==> src/rtl/uart_rx_monitor.sv <==
// 8N1 UART receiver with a byte FIFO, sticky error flags and a byte counter.
// Define UART_RX_PARITY_EN to receive 8E1 frames and report parity errors.
module uart_rx_monitor #(
   parameter int CLK_DIV    = 217,
   parameter int FIFO_DEPTH = 8
) (
   input  logic        cpu_clk,
   input  logic        cpu_rstn,
   input  logic        uart_rx,
   output logic [7:0]  rx_data,
   output logic        rx_valid,
   input  logic        rx_ready,
   input  logic        err_clr,
   output logic        frame_err,
   output logic        overrun,
   output logic        parity_err,
   output logic [15:0] byte_cnt
);

   // state     | meaning
   // S_IDLE    | line idle, waiting for a falling edge
   // S_START   | half a bit into the start bit, confirm it is still low
   // S_DATA    | sampling 8 data bits, LSB first
   // S_PARITY  | sampling the even-parity bit (parity build only)
   // S_STOP    | sampling the stop bit
   // S_WAIT_HI | bad stop bit, wait for the line to return high
   typedef enum logic [2:0] {
      S_IDLE, S_START, S_DATA, S_STOP, S_WAIT_HI
`ifdef UART_RX_PARITY_EN
      , S_PARITY
`endif
   } state_t;

   localparam int          AW          = $clog2(FIFO_DEPTH);
   localparam logic [15:0] BIT_RELOAD  = 16'(CLK_DIV - 1);
   localparam logic [15:0] HALF_RELOAD = 16'(CLK_DIV / 2 - 1);
   localparam logic [AW:0] PTR_ONE     = (AW + 1)'(1);

   state_t      state_q, state_d;
   logic [15:0] timer_q, timer_d;
   logic [2:0]  bit_idx_q, bit_idx_d;
   logic [7:0]  shift_q, shift_d;
   logic        push_q, push_d;
   logic        rx_meta_q, rx_meta_d;
   logic        rx_s_q, rx_s_d;
   logic        rx_d_q, rx_d_d;
   logic [AW:0] wr_ptr_q, wr_ptr_d;
   logic [AW:0] rd_ptr_q, rd_ptr_d;
   logic [7:0]  mem_q [FIFO_DEPTH];
   logic [7:0]  mem_d [FIFO_DEPTH];
   logic        frame_err_q, frame_err_d;
   logic        overrun_q, overrun_d;
   logic [15:0] byte_cnt_q, byte_cnt_d;
`ifdef UART_RX_PARITY_EN
   logic        parity_err_q, parity_err_d;
   logic        parity_set;
`endif

   logic tick;
   logic frame_set;
   logic fifo_empty;
   logic fifo_full;
   logic pop;
   logic push_ok;

   always_comb begin
      rx_meta_d = uart_rx;
      rx_s_d    = rx_meta_q;
      rx_d_d    = rx_s_q;

      tick      = (timer_q == 16'd0);
      state_d   = state_q;
      timer_d   = tick ? timer_q : timer_q - 16'd1;
      bit_idx_d = bit_idx_q;
      shift_d   = shift_q;
      push_d    = 1'b0;
      frame_set = 1'b0;
`ifdef UART_RX_PARITY_EN
      parity_set = 1'b0;
`endif

      case (state_q)
         S_IDLE: begin
            if (rx_d_q && !rx_s_q) begin
               state_d = S_START;
               timer_d = HALF_RELOAD;
            end
         end
         S_START: begin
            if (tick) begin
               if (!rx_s_q) begin
                  state_d   = S_DATA;
                  bit_idx_d = 3'd0;
                  timer_d   = BIT_RELOAD;
               end else begin
                  state_d = S_IDLE;
               end
            end
         end
         S_DATA: begin
            if (tick) begin
               shift_d   = {rx_s_q, shift_q[7:1]};
               bit_idx_d = bit_idx_q + 3'd1;
               timer_d   = BIT_RELOAD;
               if (bit_idx_q == 3'd7) begin
`ifdef UART_RX_PARITY_EN
                  state_d = S_PARITY;
`else
                  state_d = S_STOP;
`endif
               end
            end
         end
`ifdef UART_RX_PARITY_EN
         S_PARITY: begin
            if (tick) begin
               parity_set = (rx_s_q != ^shift_q);
               state_d    = S_STOP;
               timer_d    = BIT_RELOAD;
            end
         end
`endif
         S_STOP: begin
            if (tick) begin
               if (rx_s_q) begin
                  push_d  = 1'b1;
                  state_d = S_IDLE;
               end else begin
                  frame_set = 1'b1;
                  state_d   = S_WAIT_HI;
               end
            end
         end
         S_WAIT_HI: begin
            if (rx_s_q) state_d = S_IDLE;
         end
         default: state_d = S_IDLE;
      endcase

      // A pop in the same cycle frees the slot, so a push into a full FIFO still lands.
      fifo_empty = (wr_ptr_q == rd_ptr_q);
      fifo_full  = (wr_ptr_q[AW] != rd_ptr_q[AW]) &&
                   (wr_ptr_q[AW-1:0] == rd_ptr_q[AW-1:0]);
      pop        = !fifo_empty && rx_ready;
      push_ok    = push_q && (!fifo_full || pop);

      mem_d = mem_q;
      if (push_ok) mem_d[wr_ptr_q[AW-1:0]] = shift_q;
      wr_ptr_d   = push_ok ? wr_ptr_q + PTR_ONE : wr_ptr_q;
      rd_ptr_d   = pop ? rd_ptr_q + PTR_ONE : rd_ptr_q;
      byte_cnt_d = push_ok ? byte_cnt_q + 16'd1 : byte_cnt_q;

      frame_err_d = (frame_err_q && !err_clr) || frame_set;
      overrun_d   = (overrun_q && !err_clr) || (push_q && fifo_full && !pop);
`ifdef UART_RX_PARITY_EN
      parity_err_d = (parity_err_q && !err_clr) || parity_set;
`endif
   end

   always_ff @(posedge cpu_clk or negedge cpu_rstn) begin
      if (!cpu_rstn) begin
         state_q     <= S_IDLE;
         timer_q     <= 16'd0;
         bit_idx_q   <= 3'd0;
         shift_q     <= 8'd0;
         push_q      <= 1'b0;
         rx_meta_q   <= 1'b1;
         rx_s_q      <= 1'b1;
         rx_d_q      <= 1'b1;
         wr_ptr_q    <= '0;
         rd_ptr_q    <= '0;
         for (int i = 0; i < FIFO_DEPTH; i++) mem_q[i] <= 8'd0;
         frame_err_q <= 1'b0;
         overrun_q   <= 1'b0;
         byte_cnt_q  <= 16'd0;
`ifdef UART_RX_PARITY_EN
         parity_err_q <= 1'b0;
`endif
      end else begin
         state_q     <= state_d;
         timer_q     <= timer_d;
         bit_idx_q   <= bit_idx_d;
         shift_q     <= shift_d;
         push_q      <= push_d;
         rx_meta_q   <= rx_meta_d;
         rx_s_q      <= rx_s_d;
         rx_d_q      <= rx_d_d;
         wr_ptr_q    <= wr_ptr_d;
         rd_ptr_q    <= rd_ptr_d;
         mem_q       <= mem_d;
         frame_err_q <= frame_err_d;
         overrun_q   <= overrun_d;
         byte_cnt_q  <= byte_cnt_d;
`ifdef UART_RX_PARITY_EN
         parity_err_q <= parity_err_d;
`endif
      end
   end

   assign rx_valid  = !fifo_empty;
   assign rx_data   = mem_q[rd_ptr_q[AW-1:0]];
   assign frame_err = frame_err_q;
   assign overrun   = overrun_q;
   assign byte_cnt  = byte_cnt_q;
`ifdef UART_RX_PARITY_EN
   assign parity_err = parity_err_q;
`else
   assign parity_err = 1'b0;
`endif

endmodule

==> config.mk <==
export PLATFORM = sky130hd
export DESIGN_NAME = uart_rx_monitor
export DESIGN_NICKNAME = d
export VERILOG_FILES = /design/src/rtl/uart_rx_monitor.sv
export SDC_FILE = /design/constraint.sdc
export NUM_CORES = 1
export LEC_CHECK = 0
export ABC_AREA = 1
export CAP_MARGIN = 20
export CORE_MARGIN = 3
export CORE_UTILIZATION = 55
export CTS_CLUSTER_DIAMETER = 100
export DETAILED_ROUTE_END_ITERATION = 12
export DONT_BUFFER_PORTS = 1
export GPL_ROUTABILITY_DRIVEN = 0
export PLACE_DENSITY = 0.76
export SLEW_MARGIN = 20
export SYNTH_ARGS = -nofsm -noshare
export SYNTH_HDL_FRONTEND = slang
export SYNTH_SLANG_ARGS = --single-unit
export TNS_END_PERCENT = 100
==> constraint.sdc <==
create_clock -name cpu_clk -period 2.1 [get_ports cpu_clk]
set_input_delay 0.21 -clock cpu_clk [delete_from_list [all_inputs] [get_ports cpu_clk]]
set_output_delay 0.21 -clock cpu_clk [all_outputs]
set_load 0.02 [all_outputs]
Word level (Yosys, flattened, before mapping):

Index checks and enable logic that the tools add are counted.

* bits in registers: 124
* bits in latches: 0
* memory bits (writable): 0
* memory bits (read-only): 0
* input port bits: 5
* output and inout bits: 28
* memories kept: 0

* add/subtract/negate cells: 5
* multipliers: 0
* div/mod/pow operators: 0
* magnitude comparators: 3
* equal/unequal tests: 15
* shifts and indexed selects: 0
* multiplexer cells: 31
* bitwise operators: 2
* reduce and logical (&&, ||, !) cells: 23

Operators by type and width (number)
* 16-bit 2-to-1 mux: 5
* 64-bit bitwise mux: 1
* 16-bit case mux with 3 select lines: 1
* 3-bit 2-to-1 mux: 10
* 8-bit binary-select mux with 3-bit select: 1
* 8-bit demux with 3-bit select: 1
* 8-bit 2-to-1 mux: 3
* 16-bit by 1-bit adder with 16-bit output, second input constant: 1
* 16-bit logical NOT: 1
* 16-bit by 1-bit subtractor with 16-bit output, second input constant: 1
* 3-bit case mux with 5 select lines: 1
* 2-bit != test, second input constant: 7
* 1-bit logical AND: 9
* 4-bit by 1-bit adder with 4-bit output, second input constant: 2
* 4-bit >= comparator, second input constant: 2
* 3-bit inverter with 4-bit output: 2
* 3-bit by 2-bit equality test with 1-bit output, second input constant: 2
* 3-bit equality test, second input constant: 2
* 1-bit 2-to-1 mux: 6
* 3-bit case mux with 2 select lines: 1
* 6-bit AND reduction: 1
* 1-bit logical NOT: 5
* 4-bit equality test: 1
* 4-bit by 1-bit less-than comparator with 1-bit output, second input constant: 1
* other kinds (10): 12

Depth between registers and ports, before layout:

Gate-level depths: netlist of run 1.

* depth after elaboration: 6
* depth in mapped cells: 13

Worst setup path after synthesis of run 1:

Ideal clock, no wire load.

* path type: register to output
* from: register rd_ptr_q[1]
* to: output rx_data[6]
* data arrival time: 1.516 ns
* required time: 1.890 ns
* path slack: 0.374 ns
* cell stages (with the launch flop): 8
* path buffers: 2
* cell sequence: dfrtp_1 buf_4 inv_4 clkbuf_1 o21ai_0 o22ai_1 nor2_1 a31oi_1

* cells in the longest elaborated chain, start to end: 4

Ends and longest elaborated chain
* start: declaration: line 48 `logic [AW:0] rd_ptr_q, rd_ptr_d;`
* start signal: assignment: line 189 `rd_ptr_q <= rd_ptr_d;`
* 3-bit inverter with 4-bit output (implied by the code): line 201 `assign rx_data = mem_q[rd_ptr_q[AW-1:0]];`
* 8-bit binary-select mux with 3-bit select: line 201
* 8-bit 2-to-1 mux (implied by the code) (2 in a row): line 201
* end: declaration: line 10 `output logic [7:0] rx_data,`

No other way between the ends. The select of a mux whose other input is x is not followed.

Worst setup path in the final report of run 1:

* from: register rd_ptr_q[0]
* to: output rx_valid

* cells in the longest elaborated chain, start to end: 2

Ends and longest elaborated chain
* 4-bit equality test: line 141 `fifo_empty = (wr_ptr_q == rd_ptr_q);`
* 1-bit logical NOT: line 200 `assign rx_valid = !fifo_empty;`
* end: declaration: line 11 `output logic rx_valid,`

No other way between the ends.

==> summary.txt, run 1 <==
status -> finished, violations left
failing checks -> negative hold slack, negative setup slack
Fmax -> 0.469 GHz
asr flop ratio synth -> 100%
Worst Reg-to-Reg Cells -> 12
Worst Path Buf+Inv -> 3
CP Class -> reg -> out
worst-path cell chain -> buf_4, buf_4, nand2_1, nand4_1, nor2_2, nand2_1, buf_4
CP peak stage delay -> 470 ps
Synth warnings -> 0
antenna viol nets, final -> 0
Max FO, Critical Path -> 4
Core Box Area -> 0.0106 mm²
Min Hold Slack -> -624 ps
clock sink count -> 124
MaxCap Viol Count -> 0
Mapped Area -> 0.00612 mm²
final core utilization -> 68.0%
Unique masters post-synth -> 42
Worst path depth -> 7
# hold bufs at CTS -> 4
setup_tns -> -64.2 ps
CP Capture Type -> output pin
CP most frequent cell -> buf_4
LEAKAGE -> 3.31 nW
PnR worst setup slack -> -30.6 ps
number of synthesized flops with an enable pin -> 0
Slew Limit Headroom -> 67.0%
Crit path max-delay family -> buffers and inverters
port buffer count -> 0
Hold Fails Final Rpt -> 124
DR top layer -> met4
Placed Instances -> 855
vias in the first global route -> 4,932
met3 wire len -> 831 µm
final setup fails -> 4
CP required -> 1890 ps
Tightest Pin Transition -> 491 ps
Reg clk slew, reported paths -> 60 ps
htree depth -> 4
slowest CP cell -> dfrtp_2
DR WL/cell -> 15.9 µm
top_reg_cell synth -> dfrtp_1
drt pass-1 iters -> 7
Placement Cell Area -> 0.00625 mm²
detailed placement HPWL -> 8800 µm
TritonCTS Buffers -> 17
pwr dens -> 1310 mW/mm²
CTS tree -> built
worst slack, placed -> 227 ps
diode count -> 0
Final Non-Filler Cells -> 907
DR WL met2 -> 7200 µm
Final Cell Area -> 0.00718 mm²
max-slew violations -> 0
initial DRC count -> 456
worst-skew pair later-pin latency -> 530 ps
Rows -> 37
Die X -> 112 µm
Mapped Nets -> 739
Design Power -> 9.37 mW
initial cell density of the core -> 58.0%
total grt overflow -> 0
Hold Path Class -> in -> async
sequential area share after synthesis -> 50.7%
met1 wire length -> 6190 µm
Final min period -> 2130 ps
root cell of the clock tree -> clkbuf_8
DRC viols -> 0
vias per cell -> 5.63
synthesized flop and latch total -> 124
Die Ht -> 112 µm
Clock Skews -> 8.79 ps
share of layout cells above drive strength 1 -> 13.6%
Total Die Area -> 0.0124 mm²
CP startpoint kind -> flip-flop
Mean Syn Cell Area -> 8.43 µm²
DR vias -> 5,103
Synth Instances -> 726
Bufs on Longest Clock Path -> 2
drt total wl -> 14,500 µm
nets -> 771
Syn-to-layout area delta -> 17.2%
number of I/O pins -> 33
largest net degree at the start of global routing -> 125
initial antenna violation count -> 0
Final period util -> 101%
first-pass GRT wire length -> 23,800 µm
RSZ-0062 raised after global routing -> yes
CP arrival -> 1920 ps
maximum VDD drop -> 855 µV
Tot GR Track Use -> 23.8%
-- synth_stat cells, drive strengths merged, types with 3 or more instances --
cell | count | share of area [%]
o22ai | 8 | 0.82
nand3 | 19 | 1.6
o41ai | 3 | 0.43
clkbuf | 10 | 0.61
nand4 | 5 | 0.51
xor2 | 19 | 3.0
dfstp | 3 | 1.3
a31oi | 10 | 1.0
dfrtp | 121 | 49
inv | 55 | 3.4
ha | 8 | 1.6
nor2 | 125 | 7.9
buf | 16 | 2.6
o21ai | 120 | 9.8
nor3 | 10 | 0.82
xnor2 | 6 | 0.86
a21oi | 9 | 0.74
nand2 | 163 | 12
-- final timing paths --
kind,startpoint,to,slack [ps]
min reg2reg,rx_meta_q,rx_d_d,360
max in group asynchronous,cpu_rstn,rx_d_d,2440
max reg2reg,rd_ptr_q[0],mem_q[60],70
min in group cpu_clk,rx_ready,byte_cnt[6],210
min,cpu_rstn,rd_ptr_q[1],-620
max,rd_ptr_q[0],rx_valid,-30
-- state kept, by name, summed over array words and instances (netlist names), 3 cells and up --
signal	flops
state_q	3
byte_cnt	16
shift_q	8
mem_q	64
wr_ptr_q	4
rd_ptr_q	4
timer_q	16
bit_idx_q	3
-- kinds of logic (layout without fill, tap and decap cells) --
| group | count (synthesis) | after routing | synth area share [%] |
|---|---|---|---|
| and+or+nand+nor | 326 | 326 | 22.9 |
| AOI/OAI and AO/OA | 160 | 160 | 14.1 |
| DFF | 124 | 124 | 50.7 |
| buffers and inverters | 82 | 127 | 6.68 |
| xor gates and xnor gates | 25 | 25 | 3.82 |
| adders and majority gates | 8 | 8 | 1.64 |
| other | 1 | 1 | 0.0613 |
-- repair_timing --
| item | CTS | global route |
|---|---|---|
| buffers inserted | 6 | 7 |
| endpoints found under the setup margin | 8 | 12 |
| hold endpoints to repair | 131 | 124 |
| gates resized for setup | 17 | 43 |
| pin swaps | 0 | 18 |
| gates cloned | 0 | 4 |
-- cell usage in the layout, fill, tap and decap left out, types with 4 or more instances in the layout --
master / instances
a21oi_1: 9
a31oi_1: 10
buf_12: 4
buf_4: 25
clkbuf_1: 4
clkbuf_16: 19
clkinvlp_4: 6
dfrtp_1: 119
dlygate4sd3_1: 4
ha_1: 8
inv_1: 49
nand2_1: 151
nand2_8: 6
nand3_1: 19
nand4_1: 5
nor2_1: 116
nor2_2: 4
nor2_4: 5
nor3_1: 10
o21ai_0: 48
o21ai_1: 69
o22ai_1: 5
xnor2_1: 6
xor2_1: 17
-- routing by layer --
layer | up-vias | global-route usage [%]
met5 | - | 0
li1 | 2445 | -
met3 | 21 | 6.36
met1 | 2457 | 30.0
met2 | 180 | 38.4
met4 | 0 | 11.4
-- worst reg2reg max path, delay by kind of cell (launching register included) --
kind	cells	cell delay, ps
compound gates	1	90
simple gates	7	790
buf+inv	4	610
flops	1	470
-- final cells by class --
| type | count | area, µm² |
|---|---|---|
| fill | 791 | 3380 |
| sequential | 124 | 3110 |
| multi-input combinational | 520 | 2690 |
| clock buffer | 21 | 429 |
| timing repair buffer | 39 | 428 |
| inverter | 56 | 226 |
| tap | 136 | 170 |
| clock inverter | 11 | 121 |
-- power by group --
group / switching, mW / internal [mW] / total (mW)
registers: 0.413 / 2.68 / 3.09
logic: 2.07 / 1.50 / 3.57
clock network: 1.04 / 1.68 / 2.72
total: 3.52 / 5.85 / 9.37
Power figures use the tool's default switching activity.
==> run 2, diff against run 1 <==
Settings changed: CORE_ASPECT_RATIO set to 0.7.
==> run 2 against run 1 <==
The flow still finishes with violations (negative hold slack, negative setup slack). Critical path depth decreased by 1. Highest routed layer unchanged. Global-route usage is 0.25 points higher. Sequential cell count did not move. Die area increased by 0.16%. Clock skew fell by 0.73 ps. Largest power group unchanged. Largest cell class unchanged. Count of clock-buffer cells in the layout did not move. Setup slack worse by 50 ps.
==> summary.txt, run 2 (synthesis results as in run 1) <==
Tot GR Track Use -> 24.1% (+0.25 points)
antenna viol nets, final -> 0 (unchanged)
Most flops, register -> mem_q
diode count -> 0 (unchanged)
initial DRC count -> 734 (+61%)
first-pass GRT wire length -> 23,600 µm (-0.73%)
Core Box Area -> 0.0106 mm² (+0.32%)
status -> finished, violations left
worst-path cell chain -> clkinv_4, buf_4, clkbuf_16, o21ai_0, a31oi_1, buf_4
Hold Fails Final Rpt -> 124 (unchanged)
max-slew violations -> 0 (unchanged)
nets -> 766 (-0.65%)
Worst Path Buf+Inv -> 4 (+1)
DR WL/cell -> 16.4 µm (+3.0%)
slowest CP cell -> dfrtp_2
RSZ-0062 raised after global routing -> yes
Tightest Pin Transition -> 495 ps (+3.98 ps)
share of layout cells above drive strength 1 -> 12.4% (-1.2 points)
register area -> 0.00311 mm² (unchanged)
Rows -> 31 (-16%)
initial antenna violation count -> 0 (unchanged)
R2R setup slack -> 130 ps (+60 ps)
LEAKAGE -> 3.35 nW (+1.1%)
drt total wl -> 15,000 µm (+3.8%)
Net Switching -> 3.52 mW (-0.18%)
maximum VDD drop -> 660 µV (-23%)
CP startpoint kind -> flip-flop
setup_tns -> -80.4 ps (-16.3 ps)
port buffer count -> 0 (unchanged)
Crit path max-delay family -> buffers and inverters
Min Hold Slack -> -505 ps (+119 ps)
most frequent cells in the layout -> 152 x nand2_1, 119 x nor2_1, 119 x dfrtp_1
CTS tree -> built
Max FO, Critical Path -> 16 (+12)
Total Die Area -> 0.0125 mm² (+0.16%)
commonest non-fill, non-tap cell in the layout -> nand2_1
Cell Int Power -> 6.04 mW (+3.2%)
DRC viols -> 0 (unchanged)
Slew Limit Headroom -> 66.7% (-0.27 points)
Die Ht -> 94.3 µm (-15%)
final setup fails -> 1 (-3)
Final min period -> 2180 ps (+49.8 ps)
Fmax -> 0.459 GHz (-2.3%)
CP peak stage delay -> 480 ps (about the same)
Clock Skews -> 8.06 ps (-0.729 ps)
pwr dens -> 1340 mW/mm² (+2.5%)
CP required -> 1890 ps (about the same)
largest net degree at the start of global routing -> 125 (unchanged)
MaxCap Viol Count -> 0 (unchanged)
CP Class -> reg -> out
Bufs on Longest Clock Path -> 2 (unchanged)
CP arrival -> 1970 ps (+50 ps)
worst-skew pair later-pin latency -> 410 ps (-120 ps)
CP Capture Type -> output pin
detailed placement HPWL -> 9190 µm (+4.4%)
CP most frequent cell -> buf_4
Clock power frac -> 31.7% (+2.7 points)
root cell of the clock tree -> clkbuf_16
initial cell density of the core -> 57.8% (-0.19 points)
vias per cell -> 5.67 (+0.75%)
switch share -> 36.8% (-0.77 points)
max reg flops -> 64 (unchanged)
PnR worst setup slack -> -80.4 ps (-49.8 ps)
Syn-to-layout area delta -> 16.5%
total grt overflow -> 0 (unchanged)
# hold bufs at CTS -> 3 (-1)
Multi-input gate area -> 0.00263 mm² (-2.4%)
clock sink count -> 124 (unchanged)
htree depth -> 4 (unchanged)
DR vias -> 5,181 (+1.5%)
failing checks -> negative hold slack, negative setup slack
Final period util -> 104% (+2.4 points)
fillers -> 803 (+1.5%)
Reg clk slew, reported paths -> 60 ps (about the same)
Sequential Power Share -> 32.4% (-0.5 points)
Die X -> 132 µm (+18%)
vias in the first global route -> 4,734 (-4.0%)
logic gate share of total power -> 35.9% (-2.2 points)
TritonCTS Buffers -> 17 (unchanged)
number of I/O pins -> 33 (unchanged)
Hold Path Class -> in -> async
drt pass-1 iters -> 8 (+1)
[run 2: changes by cell type in the layout (fill, tap and decap cells not counted), sizes merged]
cell and change:
dlygate4sd3 -1, clkbuf +1, buf -6, bufinv +1, nand2 +1, clkinv +3, clkinvlp -4
[run 2: area by class of cell]
class / instances / area share, %
inverter: 56 / 3.09
timing repair buffer: 33 / 5.19
clock buffer: 21 / 6.74
tap: 148 / 2.60
multi-input combinational: 521 / 36.8
clock inverter: 11 / 1.95
sequential: 124 / 43.6
[run 2: metrics by stage]
stage	instance area (µm²)	cells	power (mW)	setup WS [ps]	utilization, %
floorplan	6120	726	5.11	374	-
global placement	6280	867	5.94	256	59.3
detailed placement	6280	867	6.01	184	59.3
CTS	6950	902	9.12	4.01	65.7
global route	7130	914	10.1	-222	67.3
finish	7130	914	9.55	-80.4	67.3
[run 2: what timing repair did]
action,CTS,global route
endpoints found under the setup margin,6,10
gates resized for setup,7,15
hold endpoints to repair,129,124
cloned,0,5
pin swaps,0,2
buffers inserted,0,7
[run 2: power groups by stage]
stage               combinational (mW)  sequential (mW)  clock, mW
detailed placement                2.91             3.10          0
global placement                  2.85             3.08          0
floorplan                         2.13             2.97          0
CTS                               2.98             3.08       3.07
finish                            3.43             3.09       3.03
global route                      3.75             3.14       3.19
[run 2: final timing paths]
kind                                   from           to  cells past startpoint
worst max register to register  rd_ptr_q[0]    mem_q[61]                     12
min in group cpu_clk               rx_ready  rd_ptr_q[0]                      2
max in group asynchronous          cpu_rstn       rx_d_q                      0
worst max-delay path            rd_ptr_q[0]   rx_data[4]                      6
worst min register to register    rx_meta_q       rx_d_d                      0
worst min-delay path               cpu_rstn    mem_q[56]                      0
[run 2: per-layer routing]
| layer | track usage (%) | wire (µm) | vias to the layer above |
|---|---|---|---|
| met3 | 6.32 | 1290 | 30 |
| met2 | 36.9 | 6740 | 261 |
| met5 | 0 | 0 | - |
| li1 | - | - | 2444 |
| met4 | 7.60 | 213 | 0 |
| met1 | 33.7 | 6760 | 2446 |
==> run 3, diff against run 2 <==
==> constraint.sdc (replaced) <==
create_clock -name cpu_clk -period 2.1 [get_ports cpu_clk]
set_input_delay 0.42 -clock cpu_clk [delete_from_list [all_inputs] [get_ports cpu_clk]]
set_output_delay 0.42 -clock cpu_clk [all_outputs]
set_load 0.02 [all_outputs]
==> run 3 against run 2 <==
The run still ends with negative hold slack, negative setup slack left. Clock power about the same. Maximum frequency down 1.4%. Design area down 2.3%. Non-clock buffer count down 11. Cell count down 1.3%. Sequential power about the same. Worst hold slack better by 200 ps. Wire length down 3.5%.
==> summary.txt, run 3 (synthesis results as in run 1) <==
status -> finished, violations left
failing checks -> negative hold slack, negative setup slack
nets -> 754 (-1.6%)
RSZ-0062 raised after global routing -> yes
Reg clk slew, reported paths -> 60 ps (about the same)
pwr dens -> 1320 mW/mm² (-1.7%)
share of layout cells above drive strength 1 -> 11.7% (-0.73 points)
final setup fails -> 8 (+7)
max-slew violations -> 0 (unchanged)
CTS tree -> built
vias per cell -> 5.64 (-0.51%)
CP required -> 1680 ps (-210 ps)
slowest CP cell -> dfrtp_2
met3 wire len -> 1200 µm (-7.1%)
Max FO, Critical Path -> 32 (+16)
Worst R2R Start -> timer_q[12]
clock sink count -> 124 (unchanged)
first-pass GRT wire length -> 24,100 µm (+2.0%)
worst slack, placed -> 171 ps (-13.0 ps)
DR vias -> 5,087 (-1.8%)
Hold Path Class -> in -> async
worst-path cell chain -> buf_12, nor2_1, nor2_1, o21ai_0, a31oi_2, buf_4
CP Class -> reg -> out
Final Non-Filler Cells -> 902 (-1.3%)
Die Ht -> 94.3 µm (unchanged)
R2R setup slack -> 150 ps (+20 ps)
commonest non-fill, non-tap cell in the layout -> nand2_1
Fmax -> 0.452 GHz (-1.4%)
DR top layer -> met4
CP peak stage delay -> 420 ps (-60 ps)
Die X -> 132 µm (unchanged)
diode count -> 0 (unchanged)
drt total wl -> 14,500 µm (-3.5%)
LEAKAGE -> 3.27 nW (-2.2%)
worst-skew pair later-pin latency -> 420 ps (about the same)
total grt overflow -> 0 (unchanged)
CP startpoint kind -> flip-flop
Syn-to-layout area delta -> 13.8%
Tot GR Track Use -> 24.4% (+0.36 points)
Bufs on Longest Clock Path -> 2 (unchanged)
max reg flops -> 64 (unchanged)
CP Capture Type -> output pin
DRC viols -> 0 (unchanged)
TritonCTS Buffers -> 17 (unchanged)
MaxCap Viol Count -> 0 (unchanged)
Final period util -> 105% (+1.5 points)
CP most frequent cell -> nor2_1
CP arrival -> 1790 ps (-180 ps)
Worst path depth -> 6 (unchanged)
Crit path max-delay family -> flip-flops
Rows -> 31 (unchanged)
port buffer count -> 0 (unchanged)
Core Box Area -> 0.0106 mm² (unchanged)
root cell of the clock tree -> clkbuf_16
Clock Skews -> 8.46 ps (+0.398 ps)
Worst Reg-to-Reg Cells -> 8 (-4)
detailed placement HPWL -> 9480 µm (+3.2%)
htree depth -> 4 (unchanged)
antenna viol nets, final -> 0 (unchanged)
DR WL/cell -> 16.0 µm (-2.3%)
met1 wire length -> 6640 µm (-1.8%)
Total Die Area -> 0.0125 mm² (unchanged)
initial cell density of the core -> 57.8% (unchanged)
worst flop-to-flop path endpoint -> timer_q[0]
maximum VDD drop -> 665 µV (+0.70%)
Hold Fails Final Rpt -> 124 (unchanged)
number of I/O pins -> 33 (unchanged)
Placed Instances -> 865 (-0.23%)
largest net degree at the start of global routing -> 125 (unchanged)
most frequent cells in the layout -> 151 x nand2_1, 120 x nor2_1, 118 x dfrtp_1
Final min period -> 2210 ps (+30.7 ps)
drt pass-1 iters -> 5 (-3)
Design Power -> 9.18 mW (-3.9%)
initial DRC count -> 577 (-21%)
PnR worst setup slack -> -111 ps (-30.7 ps)
# hold bufs at CTS -> 1 (-2)
Worst Path Buf+Inv -> 2 (-2)
vias in the first global route -> 4,854 (+2.5%)
Most flops, register -> mem_q
fillers -> 832 (+3.6%)
initial antenna violation count -> 0 (unchanged)
DR WL met2 -> 6390 µm (-5.2%)
Min Hold Slack -> -309 ps (+197 ps)
-- run 3: changes by cell type in the layout (fill, tap and decap cells not counted), moves of 3 or more --
cell / before / now
clkinv_4: 2 / 5
clkbuf_16: 21 / 17
inv_6: 1 / 6
clkbuf_8: 4 / 0
clkinv_2: 5 / 1
buf_4: 21 / 16
-- run 3: routing by layer --
metal / up-vias / global-route usage [%]
met5: - / 0
met4: 0 / 8.13
met3: 39 / 6.91
met2: 209 / 36.6
met1: 2429 / 34.5
li1: 2410 / -
-- run 3: worst max-delay path by stage --
stage          slack [ps]         from    endpoint
2_1_floorplan         160  rd_ptr_q[1]  rx_data[6]
3_3_place_gp          220  rd_ptr_q[0]  rx_data[3]
3_5_place_dp          170  rd_ptr_q[0]  rx_data[3]
4_1_cts              -100  rd_ptr_q[0]  rx_data[1]
5_1_grt              -180  rd_ptr_q[0]  rx_data[1]
6_report             -110  rd_ptr_q[0]  rx_data[0]
-- run 3: per-stage QoR --
| step | hold slack (ps) | utilization (%) | setup TNS [ps] | area (µm²) |
|---|---|---|---|---|
| 6_report | -309 | 65.8 | -471 | 6970 |
| 5_1_grt | -317 | 65.8 | -1290 | 6970 |
| 4_1_cts | -318 | 65.4 | -445 | 6920 |
| 3_5_place_dp | 127 | 59.2 | 0 | 6260 |
| 3_3_place_gp | 127 | 59.2 | 0 | 6260 |
| 2_1_floorplan | 124 | - | 0 | 6120 |
-- run 3: final cells by class --
cell class                 count  area, µm²  area share, %
sequential                   124       3110           44.6
multi-input combinational    520       2640           37.8
timing repair buffer          22        213           3.05
tap                          148        185           2.66
inverter                      56        219           3.14
clock inverter                15        178           2.55
clock buffer                  17        425           6.11
-- run 3: worst reg2reg max path, stage by stage, from the launching register on --
cell and delay (ps):
dfrtp_1 440, nor2_1 250, nand2_1 190, nor2_2 200
nand2_4 130, ha_1 330, nor2_1 50, a211oi_1 160
nand2_1 70
-- run 3: what timing repair did --
item | 4_1_cts | 5_1_grt
endpoints found under the hold margin | 125 | 124
resized for setup | 10 | 15
pin swaps | 0 | 3
setup buffers | 3 | 0
cloned | 0 | 1
setup endpoints to repair | 8 | 15
-- run 3: power breakdown --
group,leakage [nW],internal (mW),switching (mW)
registers,1.62,2.68,0.405
clock network,0.294,1.79,1.21
logic,1.35,1.16,1.94
